**config.mk**
```make
export PLATFORM = sky130hd
export DESIGN_NAME = periph_handshake_arbiter
export DESIGN_NICKNAME = d
export VERILOG_FILES = /design/src/rtl/proc_periph_pkg.sv /design/src/rtl/hs_timeout_counter.sv /design/src/rtl/periph_handshake_arbiter.sv
export SDC_FILE = /design/constraint.sdc
export NUM_CORES = 1
export LEC_CHECK = 0
export CAP_MARGIN = 25
export CORE_MARGIN = 5
export CORE_UTILIZATION = 46
export CTS_BUF_LIST = sky130_fd_sc_hd__clkbuf_8
export DETAILED_ROUTE_END_ITERATION = 10
export MAX_ROUTING_LAYER = met4
export PLACE_DENSITY = 0.89
export SYNTH_ARGS = -nofsm -noshare
export SYNTH_HDL_FRONTEND = slang
export SYNTH_SLANG_ARGS = --single-unit
```
**constraint.sdc**
```tcl
create_clock -name clk -period 1.4 [get_ports clk]
set_input_delay 0.28 -clock clk [delete_from_list [all_inputs] [get_ports clk]]
set_output_delay 0.28 -clock clk [all_outputs]
set_load 0.05 [all_outputs]
```
**src/rtl/proc_periph_pkg.sv**
```systemverilog
// proc_periph_pkg: shared handshake state encoding, source ids and default widths
package proc_periph_pkg;
  typedef enum logic [1:0] {IDLE, ACK_HI, DELIVER, DRAIN} hs_state_t;
  localparam logic SRC_P1 = 1'b0;
  localparam logic SRC_P2 = 1'b1;
  localparam int DATA_W_DEF = 8;
endpackage

```
**src/rtl/hs_timeout_counter.sv**
```systemverilog
// hs_timeout_counter: counts cycles a handshake ack is held and flags the abort limit
module hs_timeout_counter #(
  parameter int TMO_CYC = 16
) (
  input  logic clk,
  input  logic rst,
  input  logic clr,
  input  logic en,
  output logic expired
);
  localparam int W = $clog2(TMO_CYC);
  logic [W-1:0] cnt;
  always_ff @(posedge clk or posedge rst)
    if (rst) cnt <= '0;
    else if (clr) cnt <= '0;
    else if (en) cnt <= cnt + W'(1);
  assign expired = cnt == W'(TMO_CYC - 1);
endmodule

```
**src/rtl/periph_handshake_arbiter.sv**
```systemverilog
// periph_handshake_arbiter: round-robin four-phase capture of two peripherals onto one valid/ready path
module periph_handshake_arbiter
  import proc_periph_pkg::*;
#(
  parameter int DATA_W  = DATA_W_DEF,
  parameter int TMO_CYC = 16
) (
  input  logic              clk,
  input  logic              rst,
  input  logic              p1_req,
  input  logic [DATA_W-1:0] p1_data,
  output logic              p1_ack,
  input  logic              p2_req,
  input  logic [DATA_W-1:0] p2_data,
  output logic              p2_ack,
  output logic              out_valid,
  output logic [DATA_W-1:0] out_data,
  output logic              out_src,
  input  logic              out_ready,
  output logic              busy,
  output logic              err,
  output logic              err_src
);
  hs_state_t state, state_n;
  logic prio, prio_n, src_n, ack1_n, ack2_n, valid_n, err_n, err_src_n, clr, en, expired, gsel, greq;
  logic [DATA_W-1:0] data_n;
  hs_timeout_counter #(.TMO_CYC(TMO_CYC)) u_tmo (
    .clk(clk), .rst(rst), .clr(clr), .en(en), .expired(expired)
  );
  assign gsel = (p1_req & p2_req) ? prio : p2_req;
  assign greq = out_src ? p2_req : p1_req;
  always_comb begin
    state_n   = state;
    prio_n    = prio;
    data_n    = out_data;
    src_n     = out_src;
    ack1_n    = p1_ack;
    ack2_n    = p2_ack;
    valid_n   = out_valid;
    err_n     = 1'b0;
    err_src_n = err_src;
    clr       = 1'b0;
    en        = 1'b0;
    case (state)
      IDLE: begin
        clr = 1'b1;
        if (p1_req | p2_req) begin
          state_n = ACK_HI;
          data_n  = gsel ? p2_data : p1_data;
          src_n   = gsel;
          prio_n  = ~gsel;
          ack1_n  = ~gsel;
          ack2_n  = gsel;
        end
      end
      ACK_HI: begin
        if (!greq) begin
          ack1_n  = 1'b0;
          ack2_n  = 1'b0;
          valid_n = 1'b1;
          state_n = DELIVER;
        end else if (expired) begin
          ack1_n    = 1'b0;
          ack2_n    = 1'b0;
          err_n     = 1'b1;
          err_src_n = out_src;
          state_n   = DRAIN;
        end else en = 1'b1;
      end
      DELIVER: begin
        if (out_ready) begin
          valid_n = 1'b0;
          state_n = IDLE;
        end
      end
      DRAIN: state_n = greq ? DRAIN : IDLE;
      default: state_n = IDLE;
    endcase
  end
  always_ff @(posedge clk or posedge rst)
    if (rst) begin
      state     <= IDLE;
      prio      <= SRC_P1;
      out_data  <= '0;
      out_src   <= SRC_P1;
      p1_ack    <= 1'b0;
      p2_ack    <= 1'b0;
      out_valid <= 1'b0;
      busy      <= 1'b0;
      err       <= 1'b0;
      err_src   <= 1'b0;
    end else begin
      state     <= state_n;
      prio      <= prio_n;
      out_data  <= data_n;
      out_src   <= src_n;
      p1_ack    <= ack1_n;
      p2_ack    <= ack2_n;
      out_valid <= valid_n;
      busy      <= state_n != IDLE;
      err       <= err_n;
      err_src   <= err_src_n;
    end
endmodule

```
# Word-level counts from Yosys, hierarchy flattened
# Index checks and enable logic that the tools add are counted.
[totals]
reg_bits = 22
input_bits = 21
out_inout_bits = 15
elab_cells = 59
[classes]
addsub = 1
eq_ne = 8
muxes = 27
n_bitwise = 3
n_reduce_logical = 9
[op_table]
columns = ["cell", "count"]
rows = [
  ["1-bit two-way mux", 15],
  ["2-bit two-way mux", 5],
  ["3-bit AND reduction", 3],
  ["4-bit two-way mux", 2],
  ["8-bit two-way mux", 1],
  ["2-bit one-hot mux with 4 select lines", 1],
  ["2-bit nonzero test", 4],
  ["2-bit inequality test (second input constant)", 3],
  ["1-bit one-hot mux with 2 select lines", 3],
  ["4-bit by 1-bit adder with 4-bit output (second input constant)", 1],
  ["2-bit equality test (second input constant)", 2],
  ["4-bit equality test (second input constant)", 1],
  ["3-bit inequality test (second input constant)", 1],
  ["2-bit by 1-bit equality test with 1-bit output (second input constant)", 1],
  ["2-bit logical NOT", 1],
  ["2-bit AND reduction", 1],
  ["1-bit AND", 1],
  ["1-bit inverter", 1],
  ["1-bit OR", 1],
]

# Logic depth before layout (Yosys ltp)
# Gate-level depths: netlist (run 1).
[logic_depth]
depth_word = 6
depth_mapped = 5
mapped_depth_nobuf = 4

# By module
# A second synthesis (run 1) with hierarchy kept.
[hier_totals]
cells_unflattened = 93
hier_area_um2 = 1046.0
[by_module_without_submodules]
columns = ["module", "instances", "cells_each", "area_each_um2", "seq_area_each_um2"]
rows = [
  ["periph_handshake_arbiter", 1, 75, 843.3, 450.4],
  ["hs_timeout_counter", 1, 18, 202.7, 100.1],
]

# Worst setup path before layout (run 1)
# OpenSTA, ideal clock, no wires.
[synth_timing]
kind = "register -> register"
startpoint = "reg out_src"
endpoint = "reg p2_ack"
setup_ns = 0.120
arrival_time_ns = 1.528
required_time_ns = 1.280
slack_ns = -0.249
path_stages_with_launch = 4
n_path_buf = 0
synth_period_minus_slack_ns = 1.649
cell_sequence = "dfrtp_1 > mux2_2 > a21o_1 > a31o_2"
[synth_via]
elab_chain_cells = 3
elab_cells_between_ends = 5
cone_classes = "eq/ne (1); mux (3); reduce/logical (1)"
[synth_rtl]
columns = ["item", "line_no", "text"]
rows = [
  ["start, declared", "periph_handshake_arbiter.sv:18", "output logic out_src,"],
  ["start signal, assigned", "periph_handshake_arbiter.sv:96", "out_src <= src_n;"],
  ["1-bit two-way mux (*)", "periph_handshake_arbiter.sv:31", "assign greq = out_src ? p2_req : p1_req;"],
  ["3-bit inequality test (no line) / 1-bit two-way mux (equally long branches)", "n/a", ""],
  ["3-bit AND reduction (no line) / 1-bit one-hot mux with 2 select lines (equally long branches)", "n/a", ""],
  ["end signal, assigned", "periph_handshake_arbiter.sv:98", "p2_ack <= ack2_n;"],
  ["end, declared", "periph_handshake_arbiter.sv:15", "output logic p2_ack,"],
]
# Mark *: on every way between the ends. The rest lies on a longest branch, timed or not.
# A chain may end at the register's enable or synchronous reset.

# Worst setup path in the final report (run 1)
[layout_timing]
startpoint = "reg state[1]"
endpoint = "reg p1_ack"
[layout_via]
elab_chain_cells = 3
elab_cells_between_ends = 7
cone_classes = "eq/ne (3); mux (1); reduce/logical (3)"
[layout_rtl]
columns = ["item", "line_no", "text"]
rows = [
  ["start, declared", "periph_handshake_arbiter.sv:24", "hs_state_t state, state_n;"],
  ["start signal, assigned", "periph_handshake_arbiter.sv:93", "state <= state_n;"],
  ["2-bit by 1-bit equality test with 1-bit output / 2-bit logical NOT (equally long branches)", "periph_handshake_arbiter.sv:44", "case (state)"],
  ["3-bit inequality test (no line) (tied with other cells)", "n/a", ""],
  ["3-bit AND reduction (no line)", "n/a", ""],
  ["end signal, assigned", "periph_handshake_arbiter.sv:97", "p1_ack <= ack1_n;"],
  ["end, declared", "periph_handshake_arbiter.sv:12", "output logic p1_ack,"],
]
# Several ways; a longest one is shown, not always the timed one.

==> results by group, run 1 <==
Run status
  – Status: completed

Floorplanning
  – Standard-cell row count: 17
  – Die Area: 3340 um2
  – Initial Utilization: 47.9%
  – IO Count: 36
  – Core outline area: 2190 um2
  – Die H: 57.8 um
  – Die X-Extent: 57.8 um

Logic synthesis
  – Top cell type by total area after synthesis: dfrtp_1
  – Library cells used by synthesis: 34
  – Mapped Area: 1050 um2
  – Fraction of synthesized cell area taken by the top area cell type: 52.4%
  – Area contributors post-synth: dfrtp_1, a221o_1, a21boi_0
  – Average footprint of a synthesized cell: 11.2 um2
  – Adder-cell area share of the yosys netlist: 1.19%
  – Ys Warns: 0
  – Part of the Yosys area used for sequential elements: 52.4%
  – Simple-gate share of the synthesized area: 12.5%
  – Compound-gate portion of the synthesized area: 27.4%
  – Xor and xnor area share after synthesis: 0%
  – Synthesis-stage register bit count: 22
  – Multiplexer area fraction after synthesis: 2.03%
  – Combinational family with the most area after synthesis: compound AO/OA/AOI/OAI gates
  – Post-synth net total: 116
  – Instance count of the mapped netlist: 94

Setup path
  – Max stage delay cell, worst path: dfrtp_1
  – Worst EP required: 1560 ps
  – Worst Setup Path Type: flop to flop
  – Worst setup SP type: flop
  – Maximum single-stage delay on the critical path: 440 ps
  – Worst reg2reg setup slack: 30 ps
  – Sort of element at the end of the critical path: flop
  – CP arrival: 1530 ps
  – Critical path peak fanout: 7
  – Cell chain of the critical path: buf_4, nand2b_1, a21o_1, a31o_2

Clocking
  – TritonCTS clock tree: done
  – CTS clock-pin slew for the worst setup and hold paths: 90 ps
  – Clock buffer count from CTS: 3
  – H-tree depth: 1
  – Insertion delay to the later sink of the worst-skew pair: 270 ps
  – Clock buffer depth: 2
  – Clock root buffer: clkbuf_8
  – Number of sinks on the clock net: 22

Route
  – DRT Pass-1 Iters: 4
  – Via count: 993
  – Post-detailed-route wirelength per cell: 18.6 um
  – Violation count after the first detailed-routing iteration: 23
  – Post-detailed-route DRC marker count: 0
  – Vias per Instance: 5.88
  – Antenna Nets Post-Route: 0
  – Detailed-route wire length: 3150 um

STA
  – Slew margin rel.: 70.4%
  – Share of the cycle needed by the critical path after routing: 97.6%
  – Number of hold violations in the final report: 0
  – Final setup skew: 5.32 ps
  – Count of pins over their slew limit: 0
  – Endpoints failing setup: 0
  – Final critical delay including setup and external delays: 1370 ps
  – Slew at the pin with the worst max-slew slack: 439 ps
  – Max Freq: 0.732 GHz

Cells and area
  – Layout overhead on the synthesized area: 65.8%
  – Fill cell count: 118
  – Share of final-layout standard cells stronger than drive strength 1: 31.2%
  – Antenna Cells: 0
  – Final non-filler cell total: 169
  – Nets: 164

Placed design
  – Cell count after placement: 164
  – Placer Congestion: 0.820
  – Sum of net half-perimeters after detailed placement: 2190 um
  – Count of buffers inserted at the top-level ports: 35

Global routing
  – Antenna violations before repair: 0
  – Number of global-route vias before repair: 1010
  – Maximum number of pins on one net before global-route repair: 23
  – GRT Util Overall: 20.7%
  – First-pass GRT wire length: 5110 um
  – Final global-route overflow total: 0

Power and ir drop
  – Sum of internal, switching and leakage power: 4.13 mW
  – VDD IR-drop max: 1.54 mV
  – Power density cells: 2370 nW/um2
  – Leakage power figure: 0.773 nW

Job
  – Max-capacitance violation count: 0

Min path
  – Min-delay worst type: input port to asynchronous set/reset pin
-- logic make-up after synthesis --
family	count (synthesis)
AND/OR/NAND/NOR	24
AO/OA/AOI/OAI	37
adder cells (fa/ha/maj)	1
multiplexers	2
buffers and inverters	8
flip-flops	22
-- repair_timing --
item | 4_1_cts | 5_1_grt
setup endpoints to repair | 9 | 16
pin swaps | 0 | 1
setup buffers | 0 | 1
resized for setup | 6 | 7
hold buffers | 0 | 0
-- metrics by stage --
stage / hold WS, ps / instance area (um2) / TNS [ps] / utilization [%] / worst slack [ps]
3_5_place_dp: 503 / 1650 / -5010 / 75.1 / -327
5_1_grt: 392 / 1740 / -1.46 / 79.4 / -1.46
2_1_floorplan: 269 / 1050 / -62.0 / - / -31.0
4_1_cts: 357 / 1710 / 0 / 78.0 / 5.08
3_3_place_gp: 481 / 1650 / -4010 / 75.1 / -246
6_report: 344 / 1740 / 0 / 79.4 / 33.3
-- cell type report --
class / instances / area, um2 / area share, %
timing repair buffer: 48 / 599 / 34.4
sequential: 22 / 552 / 31.7
multi-input combinational: 64 / 488 / 28.0
clock buffer: 4 / 55.1 / 3.16
tap: 28 / 35.0 / 2.01
inverter: 3 / 11.3 / 0.647
-- layout by cell type, fill, tap and decap left out, types with 4 or more instances in the layout --
cell and n:
dfrtp_1 21, clkdlybuf4s50_1 18, buf_12 15, buf_4 13, nand2_1 8, a221o_1 8
a21boi_1 4, a21boi_0 4, a21oi_1 4, clkbuf_8 4
-- sequential cells by signal, summed over array words and instances, names as in the netlist --
name	cells
p2_ack	1
prio	1
out_src	1
p1_ack	1
out_data	8
out_valid	1
err	1
err_src	1
u_tmo.cnt	4
busy	1
state	2
-- cells in the mapped netlist (all sizes together) --
master,number
nand4,1
and3,3
nand2b,3
a21o,3
a31o,2
nor3,1
nand3,1
nand4b,1
ha,1
and2,1
or2,1
o211ai,2
a31oi,2
mux2i,1
o21ai,3
nor2,3
o32a,1
nand2,8
o21ba,1
mux2,1
dfrtp,22
a41oi,1
clkbuf,3
inv,3
a221o,8
buf,2
a21boi,8
a21oi,4
and2b,1
o311ai,1
o31ai,1
-- path summary, 6_finish.rpt --
kind,from,endpoint,cells after the start
worst min-delay path,rst,out_data[6],3
min in group clk,prio,prio,1
worst min register to register,prio,prio,1
worst max-delay path,state[1],p1_ack,4
max in group asynchronous,rst,out_src,3
worst max register to register,state[1],p1_ack,4
-- per-layer routing --
metal / wire length (um) / share of wire (%) / global-route usage [%] / vias to the layer above
li1: - / - / - / 453
met1: 1290 / 41 / 26.5 / 497
met2: 1670 / 53 / 32.6 / 35
met3: 126 / 4.0 / 3.12 / 8
met4: 65 / 2.1 / 8.94 / 0
met5: 0 / 0 / - / -
-- report_power, final --
part | total [mW] | leakage (nW) | switching [mW] | internal (mW)
clock network | 0.473 | 0.0288 | 0.222 | 0.251
logic | 2.52 | 0.467 | 1.27 | 1.24
registers | 1.14 | 0.277 | 0.256 | 0.883
-- worst max-delay path: cells and delay by family, from the launching register on --
kind | cells | cell delay [ps]
buffers and inverters | 1 | 180
AO/OA/AOI/OAI | 2 | 450
AND/OR/NAND/NOR | 1 | 200
flip-flops | 1 | 440
(Power assumes the default switching activity.)
==> run 2: changes to the inputs <==
ABC_AREA = 1   (was unset)
CORE_MARGIN = 4   (was 5)
CORE_UTILIZATION = 38   (was 46)
PLACE_DENSITY = 0.76   (was 0.89)
==> run 2 against run 1 <==
  * Sequential share of layout area increased by 0.96 points
  * Core utilization decreased by 18 points
  * Hold slack improved by 5.2 ps
  * Non-clock buffer count decreased by 9
  * Cell count increased by 20%
  * Fmax increased by 6.5%
  * Register-to-register slack improved by 130 ps
  * Clock power decreased by 19%
  * Power decreased by 4.7%
  * Via count decreased by 2.1%
  * Critical path type is now input port to flop
  * Largest cell class is now sequential cells
==> results by group, run 2 <==
Setup path
  – Maximum single-stage delay on the critical path: 540 ps
  – Worst reg2reg setup slack: 160 ps
  – Launch instance of the worst register-to-register path: u_tmo.cnt[0]
  – R2R Path End: err
  – Sort of element at the end of the critical path: flop
  – Critical path peak fanout: 8
  – Worst Setup Path Type: input port to flop
  – Worst setup SP type: input port
  – Max stage delay cell, worst path: clkdlybuf4s50_1
  – Worst reg-to-reg path cell count: 6
  – CP arrival: 1480 ps
  – Cell chain of the critical path: clkdlybuf4s50_1, o21ai_4, buf_4, nand2_1, nand3_1
  – Worst EP required: 1590 ps

Floorplanning
  – Die H: 61.2 um
  – Die Area: 3750 um2
  – Initial Utilization: 39.4%
  – Standard-cell row count: 19
  – IO Count: 36
  – Die X-Extent: 61.2 um
  – Core outline area: 2730 um2

STA
  – Number of hold violations in the final report: 0
  – Final setup skew: 1.15 ps
  – Max Freq: 0.779 GHz
  – Setup repair after global routing missed its margin: no
  – Slew margin rel.: 81.0%
  – Count of pins over their slew limit: 0
  – Crit path setup slack, layout: 116 ps
  – Final critical delay including setup and external delays: 1280 ps
  – Slew at the pin with the worst max-slew slack: 285 ps
  – Endpoints failing setup: 0
  – Share of the cycle needed by the critical path after routing: 91.7%

Cells and area
  – Number of flip-flops in the largest register: 8
  – Final non-filler cell total: 202
  – Commonest non-fill, non-tap cell in the layout: nand2_1
  – Antenna Cells: 0
  – Nets: 195
  – Post-route cell area: 1690 um2
  – Largest registers ranked by flip-flop count: out_data (8), u_tmo.cnt (4), state (2)
  – Commonest cells after routing, fill and taps aside: nand2_1, dfrtp_1, clkdlybuf4s50_1
  – Register with the most flip-flops: out_data
  – Layout overhead on the synthesized area: 56.8%
  – Share of final-layout standard cells stronger than drive strength 1: 19.9%

Global routing
  – Final global-route overflow total: 0
  – Number of global-route vias before repair: 988
  – First-pass GRT wire length: 4260 um
  – GRT Util Overall: 15.8%
  – Maximum number of pins on one net before global-route repair: 23
  – Antenna violations before repair: 0

Min path
  – Min-delay worst type: input port to asynchronous set/reset pin

Logic synthesis
  – EDFF count, synth: 0
  – Area contributors post-synth: dfrtp_1, nand2_1, nand3_1
  – Part of the Yosys area used for sequential elements: 51.1%
  – Mapped Area: 1080 um2
  – Post-synth net total: 151
  – Async SR Flop Fraction: 100%
  – Most repeated cell in the gate-level netlist after synthesis: nand2_1
  – Average footprint of a synthesized cell: 8.35 um2
  – Most instantiated flip-flop cell in the synthesis netlist: dfrtp_1
  – Library cells used by synthesis: 21
  – Cell types with the highest counts after synthesis: nand2_1, dfrtp_1, nand3_1, inv_1
  – Top cell type by total area after synthesis: dfrtp_1
  – Fraction of synthesized cell area taken by the top area cell type: 51.1%
  – Synthesis-stage register bit count: 22
  – Instance count of the mapped netlist: 129
  – Ys Warns: 0

Clocking
  – TritonCTS clock tree: done
  – Clock buffer count from CTS: 3
  – Clock buffer depth: 2
  – CTS clock-pin slew for the worst setup and hold paths: 70 ps
  – Insertion delay to the later sink of the worst-skew pair: 250 ps
  – Total of hold buffers inserted after clock tree synthesis: 0
  – Number of sinks on the clock net: 22
  – Clock root buffer: clkbuf_8
  – H-tree depth: 1

Placed design
  – Sum of net half-perimeters after detailed placement: 2070 um
  – Cell count after placement: 199
  – Setup Slack @ Placement: -158 ps
  – DP Area: 1650 um2
  – Count of buffers inserted at the top-level ports: 35
  – Placer Congestion: 0.791

Run status
  – Status: completed

Route
  – Violation count after the first detailed-routing iteration: 37
  – Vias per Instance: 4.81
  – Via count: 972
  – Post-detailed-route DRC marker count: 0
  – Antenna Nets Post-Route: 0
  – DRT Pass-1 Iters: 5
  – Post-detailed-route wirelength per cell: 12.5 um
  – Detailed-route wire length: 2530 um

Power and ir drop
  – VDD IR-drop max: 1.83 mV
  – Leakage power figure: 0.848 nW
  – Power density cells: 2330 nW/um2

Job
  – Max-capacitance violation count: 0
[run 2: metrics by stage]
step           total power [mW]  hold slack [ps]  util [%]  TNS [ps]
3_3_place_gp               3.53              533      60.2     -1670
4_1_cts                    3.97              353      61.7         0
2_1_floorplan              2.44              269         -         0
6_report                   3.93              349      61.8         0
5_1_grt                    4.18              375      61.8         0
3_5_place_dp               3.58              545      60.2     -2540
[run 2: worst max-delay path, delay by kind of cell]
| family | cells | cell delay [ps] |
|---|---|---|
| AO/OA/AOI/OAI | 1 | 290 |
| buffers and inverters | 2 | 750 |
| AND/OR/NAND/NOR | 2 | 150 |
[run 2: cells by family after synthesis]
| logic type | share of synthesized area [%] |
|---|---|
| compound gates | 4.76 |
| simple gates | 37.4 |
| fa+ha+maj | 1.16 |
| buf+inv | 5.58 |
| flops | 51.1 |
[run 2: how the worst max path moves through the flow]
stage                         to  slack, ps  startpoint
floorplan                 p1_ack        110     out_src
global placement          p1_ack       -100      p2_req
detailed placement  u_tmo.cnt[0]       -160      p2_req
CTS                 u_tmo.cnt[0]        110      p2_req
global route        u_tmo.cnt[0]         10      p2_req
finish               out_data[5]        120      p2_req
[run 2: layer usage]
metal / vias up / wire length, um / track usage, %
met3: 2 / 208 / 3.98
li1: 487 / - / -
met5: - / 0 / -
met4: 0 / 18 / 4.64
met2: 42 / 1240 / 26.3
met1: 441 / 1060 / 18.8
[run 2: layout make-up]
| class | count | area [um2] |
|---|---|---|
| Tap cell | 31 | 38.8 |
| Multi-Input combinational cell | 91 | 467 |
| Fill cell | 215 | 1040 |
| Clock buffer | 3 | 41.3 |
| Sequential cell | 22 | 552 |
| Inverter | 16 | 60.1 |
| Timing Repair Buffer | 39 | 531 |
[run 2: power by group]
part / internal (mW) / total (mW) / switching [mW]
logic: 1.04 / 2.36 / 1.32
clock network: 0.192 / 0.381 / 0.189
registers: 0.898 / 1.19 / 0.294
[run 2: timing repair]
item	4_1_cts	5_1_grt
setup buffers	0	0
gates resized for setup	0	1
endpoints found under the setup margin	0	2
